===== config.mk =====
export PLATFORM = sky130hd
export DESIGN_NAME = counter_updown_mod
export DESIGN_NICKNAME = d
export VERILOG_FILES = /design/src/rtl/counter_updown_mod_pkg.sv /design/src/rtl/counter_next_mod.sv /design/src/rtl/counter_updown_mod.sv
export SDC_FILE = /design/constraint.sdc
export NUM_CORES = 1
export LEC_CHECK = 0
export ABC_CLOCK_PERIOD_IN_PS = 2700
export CAP_MARGIN = 0
export CORE_AREA = 2 2 39 41
export CTS_CLUSTER_DIAMETER = 60
export DETAILED_ROUTE_END_ITERATION = 8
export DIE_AREA = 0 0 41 43
export PLACE_DENSITY = 0.62
export SLEW_MARGIN = 20
export SYNTH_ARGS = -nofsm -noshare
export SYNTH_HDL_FRONTEND = slang
export SYNTH_SLANG_ARGS = --single-unit

===== constraint.sdc =====
create_clock -name Clk -period 2.7 [get_ports Clk]
set_clock_uncertainty 0.1 [all_clocks]
set_input_delay 0.27 -clock Clk [delete_from_list [all_inputs] [get_ports Clk]]
set_output_delay 0.27 -clock Clk [all_outputs]
set_load 0.02 [all_outputs]

===== src/rtl/counter_updown_mod_pkg.sv =====
// ============================================================================
// counter_updown_mod_pkg : shared definitions for the counter family
// Rev 1.0
// ============================================================================
`default_nettype none

package counter_updown_mod_pkg;

  localparam logic DIR_UP   = 1'b1;
  localparam logic DIR_DOWN = 1'b0;

  // Ceiling log2, usable in parameter expressions by other counter variants
  function automatic int clog2(input int value);
    int v;
    int r;
    v = value - 1;
    r = 0;
    while (v > 0) begin
      v = v >> 1;
      r = r + 1;
    end
    return r;
  endfunction

endpackage

`default_nettype wire


===== src/rtl/counter_next_mod.sv =====
// ============================================================================
// counter_next_mod : combinational next-count and wrap detection, modulo MODULUS
// Rev 1.0
// ============================================================================
`default_nettype none

module counter_next_mod
  import counter_updown_mod_pkg::*;
#(
  parameter int WIDTH   = 4,
  parameter int MODULUS = 16
) (
  input  logic [WIDTH-1:0] q_i,
  input  logic             up_i,
  output logic [WIDTH-1:0] next_q_o,
  output logic             wrap_flag_o
);

  // Compared at WIDTH+1 bits so MODULUS = 2^WIDTH does not overflow
  localparam logic [WIDTH:0] C_MOD = (WIDTH + 1)'(MODULUS);
  localparam logic [WIDTH:0] C_MAX = C_MOD - 1'b1;

  logic [WIDTH:0] q_ext;
  logic [WIDTH:0] inc_ext;
  logic [WIDTH:0] dec_ext;

  assign q_ext   = {1'b0, q_i};
  assign inc_ext = q_ext + 1'b1;
  assign dec_ext = q_ext - 1'b1;

  always_comb begin
    next_q_o    = q_i;
    wrap_flag_o = 1'b0;
    if (up_i == DIR_UP) begin
      if (q_ext == C_MAX) begin
        next_q_o    = '0;
        wrap_flag_o = 1'b1;
      end else begin
        next_q_o = inc_ext[WIDTH-1:0];
      end
    end else begin
      if (q_ext == '0) begin
        next_q_o    = C_MAX[WIDTH-1:0];
        wrap_flag_o = 1'b1;
      end else begin
        next_q_o = dec_ext[WIDTH-1:0];
      end
    end
  end

endmodule

`default_nettype wire


===== src/rtl/counter_updown_mod.sv =====
// ============================================================================
// counter_updown_mod : synchronous up/down modulo counter with load, Tc, Wrap
// Rev 1.0
// ============================================================================
`default_nettype none

module counter_updown_mod
  import counter_updown_mod_pkg::*;
#(
  parameter int WIDTH   = 4,
  parameter int MODULUS = 16
) (
  input  logic             Clk,
  input  logic             Reset,
  input  logic             En,
  input  logic             Up,
  input  logic             Load,
  input  logic [WIDTH-1:0] D,
  output logic [WIDTH-1:0] Q,
  output logic             Tc,
  output logic             Wrap,
  output logic             LoadErr
);

  localparam logic [WIDTH:0] C_MOD = (WIDTH + 1)'(MODULUS);

  generate
    if (WIDTH < 2 || WIDTH > 16) begin : g_bad_width
      $error("counter_updown_mod: WIDTH %0d outside 2..16", WIDTH);
    end
    if (MODULUS < 2 || MODULUS > (1 << WIDTH)) begin : g_bad_modulus
      $error("counter_updown_mod: MODULUS %0d outside 2..2^WIDTH", MODULUS);
    end
  endgenerate

  logic [WIDTH-1:0] q_q, q_d;
  logic             wrap_q, wrap_d;
  logic             loaderr_q, loaderr_d;
  logic [WIDTH-1:0] next_q;
  logic             wrap_flag;

  counter_next_mod #(
    .WIDTH   (WIDTH),
    .MODULUS (MODULUS)
  ) u_next (
    .q_i         (q_q),
    .up_i        (Up),
    .next_q_o    (next_q),
    .wrap_flag_o (wrap_flag)
  );

  // Load wins over En; an out-of-range load leaves the count untouched
  always_comb begin
    q_d       = q_q;
    wrap_d    = 1'b0;
    loaderr_d = 1'b0;
    if (Load) begin
      if ({1'b0, D} < C_MOD) begin
        q_d = D;
      end else begin
        loaderr_d = 1'b1;
      end
    end else if (En) begin
      q_d    = next_q;
      wrap_d = wrap_flag;
    end
  end

  always_ff @(posedge Clk) begin
    if (Reset) begin
      q_q       <= '0;
      wrap_q    <= 1'b0;
      loaderr_q <= 1'b0;
    end else begin
      q_q       <= q_d;
      wrap_q    <= wrap_d;
      loaderr_q <= loaderr_d;
    end
  end

  assign Q       = q_q;
  assign Wrap    = wrap_q;
  assign LoadErr = loaderr_q;
  // The wrap condition is exactly the terminal-count condition, independent of En
  assign Tc      = wrap_flag;

endmodule

`default_nettype wire


After elaboration in Yosys (flattened, before gate mapping) --
Cells that the tools add are included. W data, S select, Z words.
Storage, ports and cells: ROM bits 0, output and inout bits 7, bits in writable memories 0, memories kept 0, register bits after elaboration 5, bits in latches 0, input bits 9
Operators by class: mux-type cells 8, reductions and logical operators 3, divide/modulo/power cells 0, bitwise logic cells 1, shift operators 0, $lt $le $gt $ge 0, $mul 0, equal/unequal tests 1, add/sub/neg operators 2
Operators with widths (count):
- $mux W4 | 5
- $logic_not A5 Y1 | 1
- $add A4 B1 Y4 const B | 1
- $eq A4 B4 Y1 const B | 1
- $sub A4 B1 Y4 const B | 1
- $mux W1 | 3
- $reduce_or A3 Y1 | 1
- $reduce_bool A2 Y1 | 1
- $not A1 Y1 | 1

Longest topological paths before layout --
Gate-level depths: netlist of the first run.
depth after elaboration 5, mapped depth 6

Hierarchy --
A second synthesis of the first run with hierarchy kept.
Unflattened totals: cell total of the unflattened synthesis 45, area, all modules 384.1 µm²
Modules (own cells, without submodules):
- counter_updown_mod | instances 1, cells each 22, area an instance 231.5 µm², seq. area each 100.1 µm²
- counter_next_mod | instances 1, cells each 23, area an instance 152.6 µm², seq. area each 0.0 µm²

Worst setup path after synthesis of the first run --
Ideal clock, no wire load.
path type register to register, start reg q_q[0], in the netlist Q[0], end reg q_q[3], in the netlist Q[3], period minus slack after synthesis 1675 ps, path buffers 0, required time 2521 ps, setup slack 1025 ps, data arrival time 1496 ps, cell stages (with the launch flop) 6, path through dfxtp_1 -> inv_1 -> ha_1 -> or4b_4 -> and3b_1 -> a211oi_2
Between the ends: cells in the longest elaborated chain, start to end 5, elaborated cells between the ends (all ways) 9
RTL lines:
- start, declared | RTL line counter_updown_mod.sv:36 | logic [WIDTH-1:0] q_q, q_d;
- start signal, assigned | RTL line counter_updown_mod.sv:75 | q_q <= q_d;
- $sub A4 B1 Y4 (tied with other cells) | RTL line counter_next_mod.sv:29 | assign dec_ext = q_ext - 1'b1;
- $mux W4 (on tied branches) | RTL line counter_next_mod.sv:42, counter_next_mod.sv:35
- $mux W4 (*) | RTL line counter_next_mod.sv:34 | if (up_i == DIR_UP) begin
- $mux W4 (*) | RTL line counter_updown_mod.sv:63 | end else if (En) begin
- $mux W4 (*) | RTL line counter_updown_mod.sv:57 | if (Load) begin
Mark *: on every way between the ends. The rest lies on a longest branch, timed or not. The select of a mux whose other input is x is not followed. A chain may end at the register's enable or synchronous reset.

Worst setup path in the final report of the first run --
start reg q_q[0], in the netlist Q[0], end out Tc
Between the ends: cells in the longest elaborated chain, start to end 3, elaborated cells between the ends (all ways) 5
RTL lines:
- $eq A4 B4 Y1 / $logic_not A5 Y1 (equally long branches) | RTL line counter_next_mod.sv:35, counter_next_mod.sv:42
- $mux W1 (on tied branches) | RTL line counter_next_mod.sv:35, counter_next_mod.sv:42
- $mux W1 (*) | RTL line counter_next_mod.sv:34
- end, declared | RTL line counter_updown_mod.sv:20 | output logic Tc,
Mark *: on every way between the ends. The rest lies on a longest branch, timed or not.

==> out/metrics.yaml, run 1 <==
floorplanning:
  io_pins: 16
  num_rows: 14
  die_h_um: 43
  dieArea_mm2: 0.00176
  start_util_pct: 27.1
  die_w_um: 41
  coreArea_mm2: 0.00138
power:
  p_per_area_mw_per_mm2: 459
  leakage_nw: 0.221
  intPower_mw: 0.176
  ir_worst_vdd_uv: 330
  p_sw_share_pct: 29.8
  power_frac_seq_pct: 35.1
  comb_power_share_pct: 30.2
  switchingPower_mw: 0.0747
  p_clk_share_pct: 34.7
sta:
  fin_setup_tns_ns: 0
  setup_viol: 0
  fin_crit_ns: 2.42
  setup_slack_ns: 0.278
  rsz0062_at_grt: "false"
  finalHoldViolations: 0
  fmax_ghz: 0.413
  finalMaxSlewViolations: 0
  fin_crit_sh_pct: 89.7
final_layout:
  mostFrequentLayoutCell: "clkdlybuf4s50_1"
  nNetsFinal: 74
  fin_util_pct: 39.5
  syn_to_final_growth_pct: 45.7
  drive_gt1_share_pct: 11.3
  antenna_cells: 0
  most-common-layout-cells: "clkdlybuf4s50_1, a21oi_1, dfxtp_1"
clocking:
  ctsHtreeMaxLevel: 1
  tritoncts: "done"
  cts_sinks: 5
  clockBufferDepth: 2
  clkTransAtPathRegs_ns: 0.05
  hold_buffers: 0
  clk_latency_ns: 0.24
  cts_resized: 0
  postCtsSetupBuffers: 0
  cts_root_buf: "clkbuf_4"
  cts_inserted_buffers: 3
logic_synthesis:
  synth-seq-area-share_pct: 26.7
  synth_area_um2: 375
  synth_nets: 57
  synth_area_leaders: "dfxtp_1, a21oi_1, ha_1, mux2i_1, a2111oi_2"
  synth_seq_cells: 5
  yosysTopAreaCellShare_pct: 26.7
  syn_inst: 46
  ys_warn_count: 0
  synth_largest_area_cell: "dfxtp_1"
  syn_area_per_cell_um2: 8.16
  ys_types: 25
placed_design:
  dp_slack_ns: 0.436
  portBuffers: 14
  routabilityCongestion: 0.744
  place_hpwl_um: 588
critical_path:
  crit_type: "register to output pin"
  cp-start-kind: "register"
  crit_path_end_kind: "output pin"
  critPathRequiredTime_ns: 2.33
  crit_fanout: 7
  arrival_ns: 2.05
  rr_worst_depth: 5
global_route:
  gr-usage-met2_pct: 14.4
  grt_start_max_net_pins: 12
  grt_pass1_wl_um: 1240
  grt-ovfl-total: 0
  gr-max-usage-layer: "met2"
  use_met3_pct: 7.85
  grt_pass1_vias: 312
  grtUsageMet1_pct: 13.5
  antenna_found_initial: 0
  grt_use_total_pct: 10.7
status:
  outcome: "complete, no violations"
drt:
  num_vias: 381
  firstDrtPassIters: 4
  totalWireLength_um: 783
  ant_nets: 0
  drt_drc_violations_left: 0
  wl_per_cell_um: 10.0
  viasPerCell: 4.88
  drt_iter0_markers: 9
flow_run:
  max_cap_violations: 0
worst_hold_path:
  whs_path_depth: 2
  hp-class: "register to register"
[logic make-up (layout without fill, tap and decap cells)]
group                      count (synthesis)  in the layout  share of synthesized area [%]
and+or+nand+nor                           15             15                           23.7
AOI/OAI and AO/OA                         12             12                           22.0
buffers and inverters                      7             23                           10.0
DFF                                        5              5                           26.7
adders and majority gates                  2              2                           6.67
xor gates and xnor gates                   2              2                           4.67
muxes                                      2              2                           5.33
other                                      1              1                          0.999
[state kept, by name (all words and copies together), names as in the netlist]
signal / cells
Q: 4
Wrap: 1
[per-stage QoR]
step	cells	power (mW)	cell area [um^2]	hold slack (ns)
after floorplan	46	0.134	375	0.239
after global placement	74	0.165	520	0.552
after detailed placement	74	0.165	520	0.554
after CTS	78	0.255	547	0.562
after global routing	78	0.267	547	0.602
final	78	0.251	547	0.558
[routing by layer]
layer / share of wire [%] / wire length (um)
met2: 44 / 347
met4: 0 / 0
met5: 0 / 0
met1: 46 / 360
met3: 9.6 / 75
[power by group through the flow]
| stage | logic (mW) | registers [mW] | clock network (mW) |
|---|---|---|---|
| floorplan | 0.0404 | 0.0941 | 0 |
| global placement | 0.0756 | 0.0895 | 0 |
| detailed placement | 0.0756 | 0.0895 | 0 |
| CTS | 0.0761 | 0.0882 | 0.0903 |
| global route | 0.0823 | 0.0894 | 0.0950 |
| finish | 0.0758 | 0.0882 | 0.0872 |
[cell type report]
| type | instances | area, um^2 |
|---|---|---|
| inverters | 4 | 15.0 |
| clock buffers | 4 | 26.3 |
| well taps | 16 | 20.0 |
| flip-flops and latches | 5 | 100 |
| multi-input cells | 34 | 238 |
| repair buffers | 15 | 148 |
| fillers | 159 | 837 |
[critical path: stages, from the launching register on]
cell and delay [ns]:
dfxtp_1 0.37, inv_1 0.10, ha_1 0.17, or4b_4 0.49, nand2_1 0.08, clkdlybuf4s50_1 0.60
[path summary, 6_finish.rpt]
path | to | slack [ns] | start
hold reg to reg | Wrap | 0.56 | Q[2]
hold / removal | Wrap | 0.56 | Q[2]
setup reg to reg | Q[3] | 1.00 | Q[0]
setup / recovery | Tc | 0.28 | Q[0]
[synth_stat cells]
cell / count
a21oi_1: 7
dfxtp_1: 5
inv_1: 4
nand2_1: 4
nor2_1: 3
ha_1: 2
mux2i_1: 2
nand4_1: 2
a2111oi_2: 1
a211oi_2: 1
and3b_1: 1
buf_4: 1
buf_6: 1
clkbuf_1: 1
conb_1: 1
nand4b_1: 1
nor2b_1: 1
nor3_1: 1
o211ai_1: 1
o21a_1: 1
o21ai_0: 1
or4_1: 1
or4b_4: 1
xnor2_1: 1
xor2_1: 1
Note: power is estimated with default switching activity, not from simulation.
==> inputs of run 2 (changes only) <==
Settings changed: SETUP_SLACK_MARGIN set to 0.2, SKIP_CTS_REPAIR_TIMING set to 1.
==> out/metrics.yaml, run 2 (same netlist as run 1, synthesis figures left out) <==
global_route:
  grt-ovfl-total: 0  # unchanged
  grt_pass1_wl_um: 1240  # unchanged
  grt_use_total_pct: 10.7  # unchanged
  grt_pass1_vias: 312  # unchanged
  grt_start_max_net_pins: 12  # unchanged
  antenna_found_initial: 0  # unchanged
clocking:
  tritoncts: "done"  # unchanged
  clockBufferDepth: 2  # unchanged
  clk_latency_ns: 0.24  # about the same
  cts_sinks: 5  # unchanged
  ctsHtreeMaxLevel: 1  # unchanged
  cts_root_buf: "clkbuf_4"  # unchanged
  clkTransAtPathRegs_ns: 0.04  # was 0.05 ns
  cts_inserted_buffers: 3  # unchanged
power:
  power_frac_seq_pct: 35.2  # was 35.1%
  p_sw_share_pct: 29.7  # was 29.8%
  comb_power_share_pct: 30.1  # was 30.2%
  leakage_nw: 0.236  # was 0.221 nW
  p_clk_share_pct: 34.7  # about the same
  p_per_area_mw_per_mm2: 456  # was 459 mW/mm^2
  intPower_mw: 0.176  # about the same
  ir_worst_vdd_uv: 329  # was 330 uV
  switchingPower_mw: 0.0744  # was 0.0747 mW
final_layout:
  largest_reg_flops: 4  # unchanged
  finalNonFillerCells: 78  # unchanged
  drive_gt1_share_pct: 11.3  # unchanged
  antenna_cells: 0  # unchanged
  nNetsFinal: 74  # unchanged
  mostFrequentLayoutCell: "clkdlybuf4s50_1"  # unchanged
  fillCellCount: 158  # was 159
  most-common-layout-cells: "clkdlybuf4s50_1, a21oi_1, dfxtp_1"  # unchanged
  syn_to_final_growth_pct: 46.3  # was 45.7%
  fin_util_pct: 39.7  # was 39.5%
sta:
  fin_crit_sh_pct: 75.6  # was 89.7%
  finalHoldViolations: 0  # unchanged
  rsz0062_at_grt: "false"  # unchanged
  setup_slack_ns: 0.659  # was 0.278 ns
  fmax_ghz: 0.490  # was 0.413 GHz
  finalMaxSlewViolations: 0  # unchanged
  fin_setup_tns_ns: 0  # unchanged
  setup_viol: 0  # unchanged
  fin_crit_ns: 2.04  # was 2.42 ns
worst_hold_path:
  hp-class: "register to register"  # unchanged
floorplanning:
  io_pins: 16  # unchanged
  dieArea_mm2: 0.00176  # unchanged
  die_h_um: 43  # unchanged
  num_rows: 14  # unchanged
  start_util_pct: 27.1  # unchanged
  die_w_um: 41  # unchanged
  coreArea_mm2: 0.00138  # unchanged
drt:
  wl_per_cell_um: 10.1  # was 10.0 um
  num_vias: 385  # was 381
  viasPerCell: 4.94  # was 4.88
  firstDrtPassIters: 4  # unchanged
  drt_iter0_markers: 10  # was 9
  ant_nets: 0  # unchanged
  drt_drc_violations_left: 0  # unchanged
  totalWireLength_um: 786  # was 783 um
status:
  outcome: "complete, no violations"  # unchanged
placed_design:
  dp.cells: 74  # unchanged
  routabilityCongestion: 0.744  # unchanged
  portBuffers: 14  # unchanged
  place_hpwl_um: 588  # unchanged
  dp_slack_ns: 0.436  # unchanged
critical_path:
  cp-start-kind: "register"  # unchanged
  critPathRequiredTime_ns: 2.33  # about the same
  arrival_ns: 1.67  # was 2.05 ns
  crit_fanout: 7  # unchanged
  crit_type: "register to output pin"  # unchanged
  crit_path_end_kind: "output pin"  # unchanged
flow_run:
  max_cap_violations: 0  # unchanged
## run 2: path summary, 6_finish.rpt
check	endpoint	from	depth (start not counted)	slack, ns
setup / recovery	Tc	Q[0]	5	0.66
hold / removal	Wrap	Q[2]	2	0.56
setup reg to reg	Q[3]	Q[0]	5	1.00
hold reg to reg	Wrap	Q[2]	2	0.56
## run 2: layout make-up
class / count / area (um^2) / share of cell area, %
multi-input combinational: 34 / 238 / 43.3
inverter: 4 / 15.0 / 2.73
tap: 16 / 20.0 / 3.64
sequential: 5 / 100 / 18.2
timing repair buffer: 15 / 150 / 27.3
clock buffer: 4 / 26.3 / 4.78
## run 2: worst max-delay path: stages, from the launching register on
cell            delay, ns
dfxtp_1              0.37
inv_1                0.10
ha_1                 0.17
or4b_4               0.49
nand2_1              0.08
dlymetal6s2s_1       0.22
## run 2: per-layer routing
| layer | GRT usage [%] | share of wire [%] |
|---|---|---|
| met2 | 14.4 | 44 |
| met1 | 13.5 | 44 |
| met3 | 7.85 | 12 |
| met5 | 0 | 0 |
| met4 | 2.00 | 0 |
## run 2: through the flow
| stage | hold slack [ns] | total power, mW | area (um^2) |
|---|---|---|---|
| 2_1_floorplan | 0.239 | 0.134 | 375 |
| 3_3_place_gp | 0.552 | 0.165 | 520 |
| 3_5_place_dp | 0.554 | 0.165 | 520 |
| 4_1_cts | 0.562 | 0.255 | 547 |
| 5_1_grt | 0.602 | 0.266 | 549 |
| 6_report | 0.560 | 0.250 | 549 |
## run 2: power by group through the flow
stage	combinational [mW]	sequential, mW	clock (mW)
after global placement	0.0756	0.0895	0
after CTS	0.0761	0.0882	0.0903
after detailed placement	0.0756	0.0895	0
after floorplan	0.0404	0.0941	0
final	0.0754	0.0882	0.0869
after global routing	0.0819	0.0894	0.0950
==> RTL edit: new RTL, flow settings as in run 1 <==
Register the inputs `En`, `Up`, `Load` and `D` before use, cleared by the reset. The logic sees them one clock later.
--- a/src/rtl/counter_updown_mod.sv
+++ b/src/rtl/counter_updown_mod.sv
@@ -26,2 +26,21 @@
 
+  logic En_q;
+  logic Up_q;
+  logic Load_q;
+  logic [WIDTH-1:0] D_q;
+
+  always_ff @(posedge Clk) begin
+    if (Reset) begin
+      En_q   <= '0;
+      Up_q   <= '0;
+      Load_q <= '0;
+      D_q    <= '0;
+    end else begin
+      En_q   <= En;
+      Up_q   <= Up;
+      Load_q <= Load;
+      D_q    <= D;
+    end
+  end
+
   generate
@@ -46,3 +65,3 @@
     .q_i         (q_q),
-    .up_i        (Up),
+    .up_i        (Up_q),
     .next_q_o    (next_q),
@@ -56,5 +75,5 @@
     loaderr_d = 1'b0;
-    if (Load) begin
-      if ({1'b0, D} < C_MOD) begin
-        q_d = D;
+    if (Load_q) begin
+      if ({1'b0, D_q} < C_MOD) begin
+        q_d = D_q;
       end else begin
@@ -62,3 +81,3 @@
       end
-    end else if (En) begin
+    end else if (En_q) begin
       q_d    = next_q;
Check against the original RTL: not equivalent (Yosys sat finds a counterexample within 4 cycles, from zero or initial values and one cycle with Reset high).
==> RTL edit against run 1 <==
  * Register-to-register slack lost 0.10 ns
  * Non-clock buffer count decreased by 1
  * Sequential cell count grew 7
  * Power is 72% higher
  * Die area unchanged
  * Setup slack lost 0.059 ns
  * Routed wire length increased by 26%
  * Highest routed layer is now met4
  * Area after synthesis is 53% higher
  * Sequential power up 130%
  * Largest power group unchanged
  * Final area rose by 36%
==> RTL edit: results (changes against run 1) <==
INFO  outcome        outcome=finished, final reports clean [unchanged]
INFO  clocking       worstSkewPairLatency=0.27ns [was 0.24 ns]
INFO  grt            grt_use_met1=0.145 [was 0.135]
INFO  power_and_ir_drop cellLeakagePower=0.311nW [was 0.221 nW]
INFO  route          top_layer=met4 [was met3]
INFO  yosys          average_footprint_of_a_synthesized_cell=8.99um^2 [was 8.16 um^2]
INFO  route          detail_route.vias_per_cell=4.86 [was 4.88]
INFO  yosys          post_synth_most_frequent_cells=12 x sky130_fd_sc_hd__dfxtp_1, 8 x sky130_fd_sc_hd__nor2b_1, 6 x sky130_fd_sc_hd__inv_1, 4 x sky130_fd_sc_hd__a21oi_1 [was 7 x sky130_fd_sc_hd__a21oi_1, 5 x sky130_fd_sc_hd__dfxtp_1, 4 x sky130_fd_sc_hd__inv_1, 4 x sky130_fd_sc_hd__nand2_1, 3 x sky130_fd_sc_hd__nor2_1]
INFO  cells_and_area seqAreaFraction=0.324 [was 0.183]
INFO  cells_and_area share_of_layout_cells_above_drive_strength_1=0.0779 [was 0.113]
INFO  route          met3RoutedLength=44um [was 75 um]
INFO  yosys          synth_area_leaders=sky130_fd_sc_hd__dfxtp_1 42%, sky130_fd_sc_hd__nor2b_1 8.7%, sky130_fd_sc_hd__mux2i_1 5.2% [was sky130_fd_sc_hd__dfxtp_1 27%, sky130_fd_sc_hd__a21oi_1 9.3%, sky130_fd_sc_hd__ha_1 6.7%]
INFO  cells_and_area multi_input_comb_area=283um^2 [was 238 um^2]
INFO  grt            grt_pass1_wl=1.66mm [was 1.24 mm]
INFO  yosys          synth.distinct_cells=26 [was 25]
INFO  route          vias=452 [was 381]
INFO  clocking       worst_setup_hold_path_clk_slew=0.08ns [was 0.05 ns]
INFO  yosys          synth-xor-area-share=0.0304 [was 0.0467]
INFO  critical_path  data_arrival_at_the_endpoint_of_the_critical_path=2.11ns [was 2.05 ns]
INFO  cells_and_area n_all_inverters=6 [was 4]
INFO  route          wl_on_met1=456um [was 360 um]
INFO  grt            grt_start_max_net_pins=13 [was 12]
INFO  clocking       clock_sink_count=12 [was 5]
INFO  route          drt_pass1_iterations=2 [was 4]
INFO  placement      gp_routability_congestion=0.756 [was 0.744]
INFO  power_and_ir_drop pg_clk=143uW [was 87.2 uW]
INFO  critical_path  cpPeakStageDelay=0.63ns [was 0.60 ns]
INFO  cells_and_area multi_input_gates=41 [was 34]
INFO  grt            first_global_vias=418 [was 312]
INFO  power_and_ir_drop peakVddDrop=0.294mV [was 0.330 mV]
INFO  critical_path  critical_path_peak_fanout=9 [was 7]
INFO  route          routed-wl-met2=475um [was 347 um]
INFO  yosys          synthesis.nets=75 [was 57]
INFO  power_and_ir_drop p_comb=84.8uW [was 75.8 uW]
INFO  yosys          synth.mux.area_fraction=0.0522 [was 0.0533]
INFO  yosys          synth-seq-area-share=0.417 [was 0.267]
INFO  cells_and_area layout.clock.cell_area_share=0.0489 [was 0.0481]
INFO  route          drtIter0Drc=4 [was 9]
INFO  cells_and_area num-fill-cells=131 [was 159]
==> RTL edit: final timing paths <==
| check | startpoint | end | slack [ns] | cells past startpoint |
|---|---|---|---|---|
| max | Q[0]$_SDFFE_PP0P_ | Tc | 0.22 | 5 |
| min | D_q[0]$_SDFF_PP0_ | Q[0]$_SDFFE_PP0P_ | 0.36 | 2 |
| max reg2reg | Q[0]$_SDFFE_PP0P_ | Q[0]$_SDFFE_PP0P_ | 0.90 | 5 |
| min reg2reg | D_q[0]$_SDFF_PP0_ | Q[0]$_SDFFE_PP0P_ | 0.36 | 2 |
==> RTL edit: stage by stage <==
step	util	hold WS [ns]	power [mW]	instance area (um^2)	setup WS (ns)
global placement	0.510	0.364	0.294	706	0.571
CTS	0.536	0.375	0.440	742	0.213
global route	0.536	0.386	0.458	742	0.121
floorplan	-	0.298	0.262	576	0.886
detailed placement	0.510	0.366	0.294	706	0.523
finish	0.536	0.358	0.433	742	0.218
